[config.mk]
export PLATFORM = sky130hd
export DESIGN_NAME = vga_pattern_gen
export DESIGN_NICKNAME = d
export VERILOG_FILES = /design/src/rtl/vga_pattern_gen.sv
export SDC_FILE = /design/constraint.sdc
export NUM_CORES = 1
export LEC_CHECK = 0
export CAP_MARGIN = 20
export CORE_MARGIN = 2
export CORE_UTILIZATION = 60
export DETAILED_ROUTE_END_ITERATION = 8
export PLACE_DENSITY_LB_ADDON = 0.3
export REMOVE_ABC_BUFFERS = 1
export SLEW_MARGIN = 20
export SYNTH_ARGS = -nofsm -noshare
export SYNTH_HDL_FRONTEND = slang
export SYNTH_SLANG_ARGS = --single-unit
[constraint.sdc]
create_clock -name clk -period 2.7 [get_ports clk]
set_input_delay 0.81 -clock clk [delete_from_list [all_inputs] [get_ports clk]]
set_output_delay 0.81 -clock clk [all_outputs]
set_load 0.005 [all_outputs]
[src/rtl/vga_pattern_gen.sv]
// vga_pattern_gen
//   VGA sync/blanking timing generator with a two-stage pattern pipeline.
//   Stage 0 holds the pixel counters (cx, cy), the bar tracker and the
//   frame-latched mode. Stage 1 registers the decoded timing and pattern
//   indices. Stage 2 registers the pins. Every output therefore lags the
//   counters by exactly two clocks, and all outputs stay aligned.
//
//   Optional feature macro: VGA_PATTERN_SCROLL_EN
//     defined   : a 10-bit offset advances once per frame, and the
//                 spectrum and checkerboard patterns scroll diagonally.
//     undefined : offset is constant zero and no register is built.
//
// Ports
//   clk          in   pixel clock
//   rst          in   synchronous active-high reset
//   mode         in   0 spectrum, 1 colour bars, 2 checkerboard, 3 solid.
//                     The new value takes effect at the next frame start.
//   solid_color  in   {R,G,B} colour used in mode 3, sampled per pixel
//   hs, vs       out  syncs, with the active level set by HS_POL / VS_POL
//   de           out  display enable (active area)
//   rgb          out  {R,G,B}, forced to zero whenever de=0
//   frame_start  out  one-cycle pulse aligned with output pixel (0,0)
//
//   The outputs are free-running: a new pixel is presented on every clock.
//   There is no valid/ready handshake; de marks the visible pixels.
//   Requires H_ACTIVE >= 8, CHK_LOG2 <= 9 and 1 <= CW <= 8.

module vga_pattern_gen #(
    parameter int H_ACTIVE = 1024,
    parameter int H_FP     = 24,
    parameter int H_SYNC   = 136,
    parameter int H_BP     = 160,
    parameter int V_ACTIVE = 768,
    parameter int V_FP     = 3,
    parameter int V_SYNC   = 6,
    parameter int V_BP     = 29,
    parameter bit HS_POL   = 1'b0,
    parameter bit VS_POL   = 1'b0,
    parameter int CW       = 4,
    parameter int CHK_LOG2 = 5
) (
    input  logic            clk,
    input  logic            rst,
    input  logic [1:0]      mode,
    input  logic [3*CW-1:0] solid_color,
    output logic            hs,
    output logic            vs,
    output logic            de,
    output logic [3*CW-1:0] rgb,
    output logic            frame_start
);

    localparam int H_TOTAL = H_ACTIVE + H_FP + H_SYNC + H_BP;
    localparam int V_TOTAL = V_ACTIVE + V_FP + V_SYNC + V_BP;

    localparam logic [10:0] H_LAST   = 11'(H_TOTAL - 1);
    localparam logic [10:0] H_ACT    = 11'(H_ACTIVE);
    localparam logic [10:0] HS_START = 11'(H_ACTIVE + H_FP);
    localparam logic [10:0] HS_END   = 11'(H_ACTIVE + H_FP + H_SYNC);
    localparam logic [10:0] BAR_LAST = 11'(H_ACTIVE / 8 - 1);
    localparam logic [9:0]  V_LAST   = 10'(V_TOTAL - 1);
    localparam logic [9:0]  V_ACT    = 10'(V_ACTIVE);
    localparam logic [9:0]  VS_START = 10'(V_ACTIVE + V_FP);
    localparam logic [9:0]  VS_END   = 10'(V_ACTIVE + V_FP + V_SYNC);

    // ---------------- stage 0: counters, bar tracker, mode latch ----------------
    logic [10:0] cx_q, cx_d;
    logic [9:0]  cy_q, cy_d;
    logic [2:0]  bar_q, bar_d;
    logic [10:0] bar_cnt_q, bar_cnt_d;
    logic [1:0]  mode_q, mode_d;
    logic [9:0]  offset;
    logic        line_wrap, frame_wrap;

    always_comb begin
        line_wrap  = (cx_q == H_LAST);
        frame_wrap = line_wrap && (cy_q == V_LAST);
        cx_d       = line_wrap ? 11'd0 : cx_q + 11'd1;
        cy_d       = cy_q;
        if (line_wrap) begin
            cy_d = (cy_q == V_LAST) ? 10'd0 : cy_q + 10'd1;
        end
        mode_d = frame_wrap ? mode : mode_q;

        // The bar index follows cx without a divider. The last bar never
        // advances, so it absorbs any remainder of H_ACTIVE/8.
        bar_d     = bar_q;
        bar_cnt_d = bar_cnt_q + 11'd1;
        if (line_wrap) begin
            bar_d     = 3'd0;
            bar_cnt_d = 11'd0;
        end else if (bar_cnt_q == BAR_LAST && bar_q != 3'd7) begin
            bar_d     = bar_q + 3'd1;
            bar_cnt_d = 11'd0;
        end
    end

    always_ff @(posedge clk) begin
        if (rst) begin
            cx_q      <= '0;
            cy_q      <= '0;
            bar_q     <= '0;
            bar_cnt_q <= '0;
            mode_q    <= '0;
        end else begin
            cx_q      <= cx_d;
            cy_q      <= cy_d;
            bar_q     <= bar_d;
            bar_cnt_q <= bar_cnt_d;
            mode_q    <= mode_d;
        end
    end

`ifdef VGA_PATTERN_SCROLL_EN
    logic [9:0] offset_q, offset_d;

    always_comb begin
        offset_d = offset_q;
        if (frame_wrap) begin
            offset_d = offset_q + 10'd1;
        end
    end

    always_ff @(posedge clk) begin
        if (rst) offset_q <= '0;
        else     offset_q <= offset_d;
    end

    assign offset = offset_q;
`else
    assign offset = '0;
`endif

    // Only the bits that feed a pattern are formed. The low bits of a sum
    // depend only on the low bits of its operands, so the checker bits can
    // be taken from narrow adds.
    logic [CHK_LOG2:0] px_low, py_low;
    logic [6:0]        py_hi;

    assign px_low = cx_q[CHK_LOG2:0] + offset[CHK_LOG2:0];
    assign py_low = cy_q[CHK_LOG2:0] + offset[CHK_LOG2:0];
    assign py_hi  = 7'((cy_q + offset) >> 3);

    // ---------------- stage 1: decoded timing and pattern indices ----------------
    logic       s1_hs_q, s1_hs_d, s1_vs_q, s1_vs_d, s1_de_q, s1_de_d;
    logic       s1_fs_q, s1_fs_d, s1_chk_q, s1_chk_d;
    logic [1:0] s1_mode_q, s1_mode_d;
    logic [2:0] s1_band_q, s1_band_d, s1_bar_q, s1_bar_d;
    logic [3:0] s1_shade_q, s1_shade_d;

    always_comb begin
        s1_hs_d    = (cx_q >= HS_START) && (cx_q < HS_END);
        s1_vs_d    = (cy_q >= VS_START) && (cy_q < VS_END);
        s1_de_d    = (cx_q < H_ACT) && (cy_q < V_ACT);
        s1_fs_d    = (cx_q == 11'd0) && (cy_q == 10'd0);
        s1_chk_d   = px_low[CHK_LOG2] ^ py_low[CHK_LOG2];
        s1_mode_d  = mode_q;
        s1_band_d  = py_hi[6:4];
        s1_shade_d = py_hi[3:0];
        s1_bar_d   = bar_q;
    end

    always_ff @(posedge clk) begin
        if (rst) begin
            s1_hs_q    <= 1'b0;
            s1_vs_q    <= 1'b0;
            s1_de_q    <= 1'b0;
            s1_fs_q    <= 1'b0;
            s1_chk_q   <= 1'b0;
            s1_mode_q  <= '0;
            s1_band_q  <= '0;
            s1_shade_q <= '0;
            s1_bar_q   <= '0;
        end else begin
            s1_hs_q    <= s1_hs_d;
            s1_vs_q    <= s1_vs_d;
            s1_de_q    <= s1_de_d;
            s1_fs_q    <= s1_fs_d;
            s1_chk_q   <= s1_chk_d;
            s1_mode_q  <= s1_mode_d;
            s1_band_q  <= s1_band_d;
            s1_shade_q <= s1_shade_d;
            s1_bar_q   <= s1_bar_d;
        end
    end

    // ---------------- stage 2: colour generation and pin registers ----------------
    logic            hs_q, hs_d, vs_q, vs_d, de_q, de_d, fs_q, fs_d;
    logic [3*CW-1:0] rgb_q, rgb_d;
    logic [7:0]      shade8;
    logic [CW-1:0]   sh, ff, zz;

    always_comb begin
        // Shade is MSB-aligned into CW bits (truncated or zero-padded).
        shade8 = {s1_shade_q, 4'b0000};
        sh     = shade8[7 -: CW];
        ff     = '1;
        zz     = '0;
        rgb_d  = '0;
        unique case (s1_mode_q)
            2'd0: begin
                case (s1_band_q)
                    3'd0:    rgb_d = {ff, sh, zz};
                    3'd1:    rgb_d = {~sh, ff, zz};
                    3'd2:    rgb_d = {zz, ff, sh};
                    3'd3:    rgb_d = {zz, ~sh, ff};
                    3'd4:    rgb_d = {sh, zz, ff};
                    3'd5:    rgb_d = {ff, zz, ~sh};
                    default: rgb_d = {ff, ff, ff};
                endcase
            end
            2'd1: begin
                case (s1_bar_q)
                    3'd0:    rgb_d = {ff, ff, ff};
                    3'd1:    rgb_d = {ff, ff, zz};
                    3'd2:    rgb_d = {zz, ff, ff};
                    3'd3:    rgb_d = {zz, ff, zz};
                    3'd4:    rgb_d = {ff, zz, ff};
                    3'd5:    rgb_d = {ff, zz, zz};
                    3'd6:    rgb_d = {zz, zz, ff};
                    default: rgb_d = {zz, zz, zz};
                endcase
            end
            2'd2:    rgb_d = s1_chk_q ? {ff, ff, ff} : {zz, zz, zz};
            default: rgb_d = solid_color;
        endcase
        if (!s1_de_q) begin
            rgb_d = '0;
        end
        hs_d = s1_hs_q ? HS_POL : ~HS_POL;
        vs_d = s1_vs_q ? VS_POL : ~VS_POL;
        de_d = s1_de_q;
        fs_d = s1_fs_q;
    end

    always_ff @(posedge clk) begin
        if (rst) begin
            hs_q  <= ~HS_POL;
            vs_q  <= ~VS_POL;
            de_q  <= 1'b0;
            fs_q  <= 1'b0;
            rgb_q <= '0;
        end else begin
            hs_q  <= hs_d;
            vs_q  <= vs_d;
            de_q  <= de_d;
            fs_q  <= fs_d;
            rgb_q <= rgb_d;
        end
    end

    assign hs          = hs_q;
    assign vs          = vs_q;
    assign de          = de_q;
    assign rgb         = rgb_q;
    assign frame_start = fs_q;

endmodule

## Yosys cells after proc, flatten, opt, wreduce, memory -nomap -nowiden

Cells that the tools add are included.
Widths: inputs -> output; s select.

- Flip-flop bits (word level): 70
- Input bits: 16
- Output and inout bits: 16

- $add $sub $neg: 4
- Order comparisons: 6
- Eq/ne operators: 17
- Muxes and demuxes: 7
- Bitwise logic cells: 3
- Reduce and logical (&&, ||, !) cells: 14

Operators by type and width:

| cell | number |
|---|---|
| $pmux 12 s7 | 1 |
| $pmux 12 s6 | 1 |
| $pmux 12 s3 | 1 |
| $add 11x1->11 const B | 2 |
| $lt 11x11->1 const B | 2 |
| $lt 10x10->1 const B | 2 |
| $eq 3x3->1 const B | 5 |
| $eq 3x2->1 const B | 4 |
| $mux 12 | 1 |
| $eq 11x11->1 const B | 1 |
| $eq 11x7->1 const B | 1 |
| $ge 11x11->1 const B | 1 |
| $logic_not 11->1 | 1 |
| $add 10x1->10 const B | 1 |
| $eq 10x10->1 const B | 1 |
| $ge 10x10->1 const B | 1 |
| $logic_not 10->1 | 1 |
| $mux 10 | 1 |
| $eq 3x1->1 const B | 2 |
| $logic_and 1x1->1 | 6 |
| $logic_not 3->1 | 2 |
| $not 4->4 | 1 |
| $reduce_or 2->1 | 2 |
| $add 3x1->3 const B | 1 |
| 8 further kinds | 9 |

## Depth between registers and ports, before layout

Gate-level depths: netlist of run 1.

- Depth in word-level cells: 3
- Mapped depth: 6
- Depth with buffers taken out: 6

## Least setup slack after synthesis of run 1

OpenSTA, ideal clock, no wires.

- Path type: register to register
- From: register cy_q[4]
- To: register mode_q[0]
- Library setup time: 0.069 ns
- Data arrival time: 1.689 ns
- Slack: 0.942 ns
- Stages on the path, launching flop included: 5
- Cell sequence: dfxtp_1 -> or3_1 -> or4_4 -> or3_1 -> o21ai_1

- Longest elaborated chain between the ends: 2

Ends and longest elaborated chain:

| item | line | text |
|---|---|---|
| start: declaration | 68 | `logic [9:0] cy_q, cy_d;` |
| start signal: assignment | 107 | `cy_q <= cy_d;` |
| $eq 10x10->1 | 77 | `frame_wrap = line_wrap && (cy_q == V_LAST);` |
| $logic_and 1x1->1 | 77 |  |
| end signal: assignment | 110 | `mode_q <= mode_d;` |
| end: declaration | 71 | `logic [1:0] mode_q, mode_d;` |

Every way passes these cells.
A chain may end at the register's enable or synchronous reset.

## Worst setup path after layout of run 1

- From: register cx_q[0]
- To: register cy_q[9]

- Longest elaborated chain between the ends: 1

Ends and longest elaborated chain:

| item | line | text |
|---|---|---|
| start: declaration | 67 | `logic [10:0] cx_q, cx_d;` |
| start signal: assignment | 100 | `cx_q <= '0;` |
| start signal: assignment | 106 | `cx_q <= cx_d;` |
| $eq 11x11->1 | 76 | `line_wrap = (cx_q == H_LAST);` |

Every way passes these cells.

==> results of run 1 <==
[layer usage]
metal | vias to the layer above | part of all wire | track usage
li1 | 1253 | - | -
met1 | 1150 | 0.45 | 0.281
met2 | 82 | 0.47 | 0.374
met3 | 13 | 0.058 | 0.0691
met4 | 0 | 0.023 | 0.115
met5 | - | 0 | 0
[flip-flops by register name, indices dropped and copies added, names as in the netlist, 3 cells and up]
signal,count
cy_q,10
s1_band_q,3
rgb,12
cx_q,11
s1_bar_q,3
bar_q,3
bar_cnt_q,11
s1_shade_q,4
[worst paths after layout]
kind | end | slack, ps | depth (start not counted)
worst max-delay path | cy_q[9] | 560 | 5
worst min-delay path | vs | 390 | 1
worst max register to register | cy_q[9] | 560 | 5
worst min register to register | vs | 390 | 1
[metrics by stage]
step           setup WS (ps)  power, mW  area [sq um]
5_1_grt                  353       2.13          3550
4_1_cts                  585       2.08          3550
3_3_place_gp             410       1.16          3330
2_1_floorplan            858       1.11          2920
3_5_place_dp             294       1.16          3330
6_report                 562       2.07          3550
[worst register-to-register path, delay by kind of cell, from the launching register on]
kind | cells | cell delay (ps)
flip-flops | 1 | 380
AO/OA/AOI/OAI | 1 | 140
AND/OR/NAND/NOR | 3 | 1310
adder cells (fa/ha/maj) | 1 | 240
[area by class of cell]
class,count,area [sq um],area share
flip-flops and latches,70,1400,0.394
repair buffers,33,325,0.0915
multi-input cells,245,1470,0.414
clock buffers,10,138,0.0387
well taps,67,83.8,0.0236
clock inverters,6,85.1,0.0239
inverters,13,48.8,0.0137
[cell usage after synthesis (4+ instances only)]
cell / instances
o21ai_0: 24
dfxtp_1: 70
nand3_1: 12
nor4_1: 4
a21oi_1: 27
a21boi_0: 4
nand2_1: 27
xnor2_1: 16
nor2_1: 39
o221ai_1: 8
o21bai_1: 4
nand4_1: 8
ha_1: 9
inv_1: 13
or3_1: 9
nor2b_1: 15
clkbuf_1: 14
nor3_1: 7
xor2_1: 5
[power by group]
part / internal [mW] / switching, mW / total [mW]
combinational: 0.0436 / 0.0352 / 0.0788
clock: 0.541 / 0.391 / 0.933
sequential: 1.05 / 0.00827 / 1.06
total: 1.63 / 0.435 / 2.07
[cells by family (layout without fill, tap and decap cells)]
logic type	after synthesis	count (layout)	synth area share
buf+inv	28	62	0.0357
xor+xnor	21	21	0.0617
simple gates	137	137	0.236
fa+ha+maj	9	9	0.0378
mux	2	2	0.00672
flops	70	70	0.470
compound gates	76	76	0.152
==> results.md, run 1 <==
- Outcome: complete, no violations
- Least-Margin Pin Slew: 723 ps
- Fillers: 367
- Finished Layout Cells: 444
- Max Clock Skew: 4.31 ps
- Hold Buf Count CTS: 0
- CP max stage cell: or4_1
- Fmax: 468 MHz
- Commonest non-fill, non-tap cell in the layout: dfxtp_1
- Top_reg_cell synth: dfxtp_1
- Vias in the first global route: 2214
- Final cell utilization of the core: 0.748
- Crit path time final: 2140 ps
- Setup bufs post-CTS: 0
- Die height: 74.5 microns
- Cell area power density: 581 nW/um^2
- Clock latency on the worst-skew pair: 340 ps
- Synth async-reset ratio: 0
- Crit path buffers/inverters: 0
- Worst-path cell chain: ha_1 -> and4_1 -> nand4_1 -> or4_1 -> a21oi_1
- Pre-Repair DR Iteration Count: 4
- Final Hold Fails: 0
- Setup crit start kind: flop
- Routability cong.: 0.873
- Overall Global Routing Usage: 0.231
- Fin. max-slew vios: 0
- Area Overhead vs Synth: 19.3%
- Post-Syn Area: 2980 sq um
- Initial antenna violation count: 0
- Final period utilization: 0.792
- Worst-path maximum fanout: 11
- Final net count: 397
- Unrepaired setup endpoints after global routing: no
- YS warnings: 0
- Post-Synthesis Cells: 343
- Die Wd: 74.5 microns
- WS Path Type: flop to flop
- Leakage power: 1.23 nW
- Critical Path RT: 2980 ps
- Reg2reg start: cx_q[0]
- Clock sinks: 70
- Core footprint: 4750 sq um
- Die Footprint: 5550 sq um
- Routed WL: 5950 microns
- Antenna cells: 0
- Layout cell share with drive strength beyond 1: 0.0610
- CTS Root Cell: clkbuf_8
- Hold WS: 390 ps
- DR vias: 2498
- Top cell type's share of synthesized area: 0.470
- Post-route DRC violation count: 0
- FF+latch count, synth: 70
- Critical Path Source: cx_q[0]
- Max transition margin: 0.517
- Seq/Total Area, Yosys: 0.470
- TritonCTS buffer count: 9
- Gr ovfl total: 0
- Routed Antenna Nets: 0
- Crit path DAT: 2420 ps
- Post-DP HPWL: 4040 microns
- Starting density of the core: 0.627
- Cell variety after synth: 39
- Delay-heaviest family, CP: simple AND/OR/NAND/NOR gates
- First-pass GRT wire length: 9730 microns
- EDFF count, synth: 0
- Initial DRC count: 210
- CTS tree: built
- Synth area leaders: dfxtp_1, nor2_1, xnor2_1, a21oi_1, o21ai_0
- Largest net degree at the start of global routing: 17
- PortBufs: 31
- CP peak stage delay: 620 ps
- Most frequent cells in the layout: dfxtp_1, nor2_1, clkdlybuf4s50_1
- Mean area per synthesized cell: 8.69 sq um
- Final setup violation count: 0
- Setup TNS: 0 ps
- VDD IR-drop max: 0.000391 V
- Crit end category: flop
- Post-CTS Resized: 0
- Max_cap viols: 0
- Leading area contributor after synthesis: dfxtp_1
- Worst min path class: flop to flop
- IO Count: 32
- Routed WL per cell: 13.4 microns
- Deepest clock path buffer count: 2
- H-tree depth: 3
- Dpl cells: 428
- Via-to-Cell Ratio: 5.63
- Row cnt: 25
- Min-delay src: s1_vs_q
- Clk pin slew, worst setup/hold paths: 70 ps
Note: power is estimated with default switching activity, not from simulation.
==> inputs of run 2 (changes only) <==
--- a/config.mk
+++ b/config.mk
@@ -7,7 +7,7 @@
 export LEC_CHECK = 0
 export CAP_MARGIN = 20
 export CORE_MARGIN = 2
-export CORE_UTILIZATION = 60
+export CORE_UTILIZATION = 50
 export DETAILED_ROUTE_END_ITERATION = 8
 export PLACE_DENSITY_LB_ADDON = 0.3
 export REMOVE_ABC_BUFFERS = 1
==> constraint.sdc (replaced) <==
create_clock -name clk -period 1.7 [get_ports clk]
set_input_delay 0.51 -clock clk [delete_from_list [all_inputs] [get_ports clk]]
set_output_delay 0.51 -clock clk [all_outputs]
set_load 0.005 [all_outputs]
==> results.md, run 2 (synthesized netlist as in run 1, its figures left out) <==
- Fmax: 566 MHz
- Depth of the most critical reg-to-reg path: 7
- Critical Path Source: cy_q[1]
- Via-to-Cell Ratio: 5.36
- Crit end category: flop
- Core footprint: 5850 sq um
- Clk pin slew, worst setup/hold paths: 70 ps
- Register-to-register setup slack: -70 ps
- IO Count: 32
- Vias in the first global route: 2463
- Cell area power density: 743 nW/um^2
- CTS tree: built
- Reg2reg start: cy_q[1]
- Routed Antenna Nets: 0
- Max transition margin: 0.659
- Final cell utilization of the core: 0.683
- Max Clock Skew: 12.3 ps
- Crit path time final: 1770 ps
- Finished Layout Cells: 497
- Crit path DAT: 1990 ps
- VDD IR-drop max: 0.000524 V
- Routed WL: 6860 microns
- PnR worst setup slack: -68.0 ps
- Antenna cells: 0
- CTS Root Cell: clkbuf_8
- Routed WL per cell: 13.8 microns
- First-pass GRT wire length: 10900 microns
- Setup TNS: -123 ps
- Hold WS: 373 ps
- Hold-critical path depth: 1
- Row cnt: 28
- Overall Global Routing Usage: 0.217
- Pre-Repair DR Iteration Count: 4
- WS Path Type: flop to flop
- Clock latency on the worst-skew pair: 350 ps
- Placed cell area: 3660 sq um
- Post-DP HPWL: 4640 microns
- Dpl cells: 478
- Max FFs per register: 12
- H-tree depth: 3
- Final net count: 444
- Critical Path RT: 1930 ps
- Final Hold Fails: 0
- Worst min path class: flop to flop
- DR vias: 2664
- Post-route DRC violation count: 0
- Final setup violation count: 2
- Design area: 4000 sq um
- CP Capture Point: mode_q[0]
- Final period utilization: 1.04
- Unrepaired setup endpoints after global routing: yes
- Die Footprint: 6590 sq um
- Max_cap viols: 0
- PortBufs: 31
- Outcome: finished with violations
- Fin. max-slew vios: 0
- Die Wd: 81.2 microns
- Routability cong.: 0.874
- Violated checks: negative setup slack
- Largest net degree at the start of global routing: 16
- Deepest clock path buffer count: 2
- Most frequent cells in the layout: dfxtp_1, buf_4, nor2_1
- Layout cell share with drive strength beyond 1: 0.213
- Setup crit start kind: flop
- Initial DRC count: 142
- Starting density of the core: 0.509
- FF-to-FF End: mode_q[0]
- Least-Margin Pin Slew: 507 ps
- Initial antenna violation count: 0
- Worst-path maximum fanout: 3
- TritonCTS buffer count: 9
- Clock sinks: 70
- Leakage power: 1.51 nW
- Gr ovfl total: 0
- Die height: 81.2 microns
- Commonest non-fill, non-tap cell in the layout: dfxtp_1
- Area Overhead vs Synth: 34.1%
-- run 2: changes by cell type in the layout (fill, tap and decap cells not counted), moves of 3 or more --
cell,delta
a21oi_1,-3
a21oi_2,+3
buf_4,+46
clkdlybuf4s50_1,-4
dfxtp_1,-7
dfxtp_2,+5
dlymetal6s2s_1,+4
ha_1,-4
ha_4,+4
or3_1,-3
or3_4,+3
-- run 2: how the worst min path moves through the flow --
stage                 start  to
finish              s1_hs_q  hs
global route        s1_vs_q  vs
CTS                 s1_hs_q  hs
detailed placement  s1_hs_q  hs
global placement    s1_hs_q  hs
floorplan           s1_hs_q  hs
-- run 2: worst max-delay path: stages, from the launching register on --
cell     delay (ps)
dfxtp_4         360
inv_4            60
ha_4            120
nand2_1          70
or4_4           570
buf_4           170
o21ai_0         190
o21ai_1         100
-- run 2: layer usage --
metal / up-vias / routed length (microns) / GRT usage
met3: 22 / 308 / 0.0400
met1: 1216 / 2990 / 0.264
met5: - / 0 / 0
li1: 1350 / - / -
met4: 0 / 200 / 0.132
met2: 76 / 3370 / 0.357
-- run 2: area by class of cell --
| class | count | area, sq um |
|---|---|---|
| Sequential cell | 70 | 1420 |
| Timing Repair Buffer | 80 | 692 |
| Clock inverter | 2 | 10.0 |
| Multi-Input combinational cell | 245 | 1590 |
| Fill cell | 450 | 1850 |
| Inverter | 13 | 51.3 |
| Tap cell | 75 | 93.8 |
| Clock buffer | 12 | 145 |
-- run 2: through the flow --
step / total power, mW / worst slack (ps)
6_report: 2.97 / -68.0
5_1_grt: 3.06 / -234
3_5_place_dp: 1.86 / -153
2_1_floorplan: 1.76 / -142
4_1_cts: 2.98 / -2.74
3_3_place_gp: 1.86 / -104
-- run 2: power breakdown --
part           internal, mW  switching, mW  total (mW)  leakage (nW)
registers              1.66         0.0142        1.68         0.571
clock network         0.549          0.590        1.14        0.0821
logic                0.0918         0.0659       0.158         0.855
-- run 2: what timing repair did --
action / 4_1_cts / 5_1_grt
gates cloned: 0 / 0
hold buffers: 0 / 0
pin swaps: 4 / 11
buffers inserted: 4 / 1
resized for setup: 11 / 27
endpoints found under the setup margin: 21 / 15
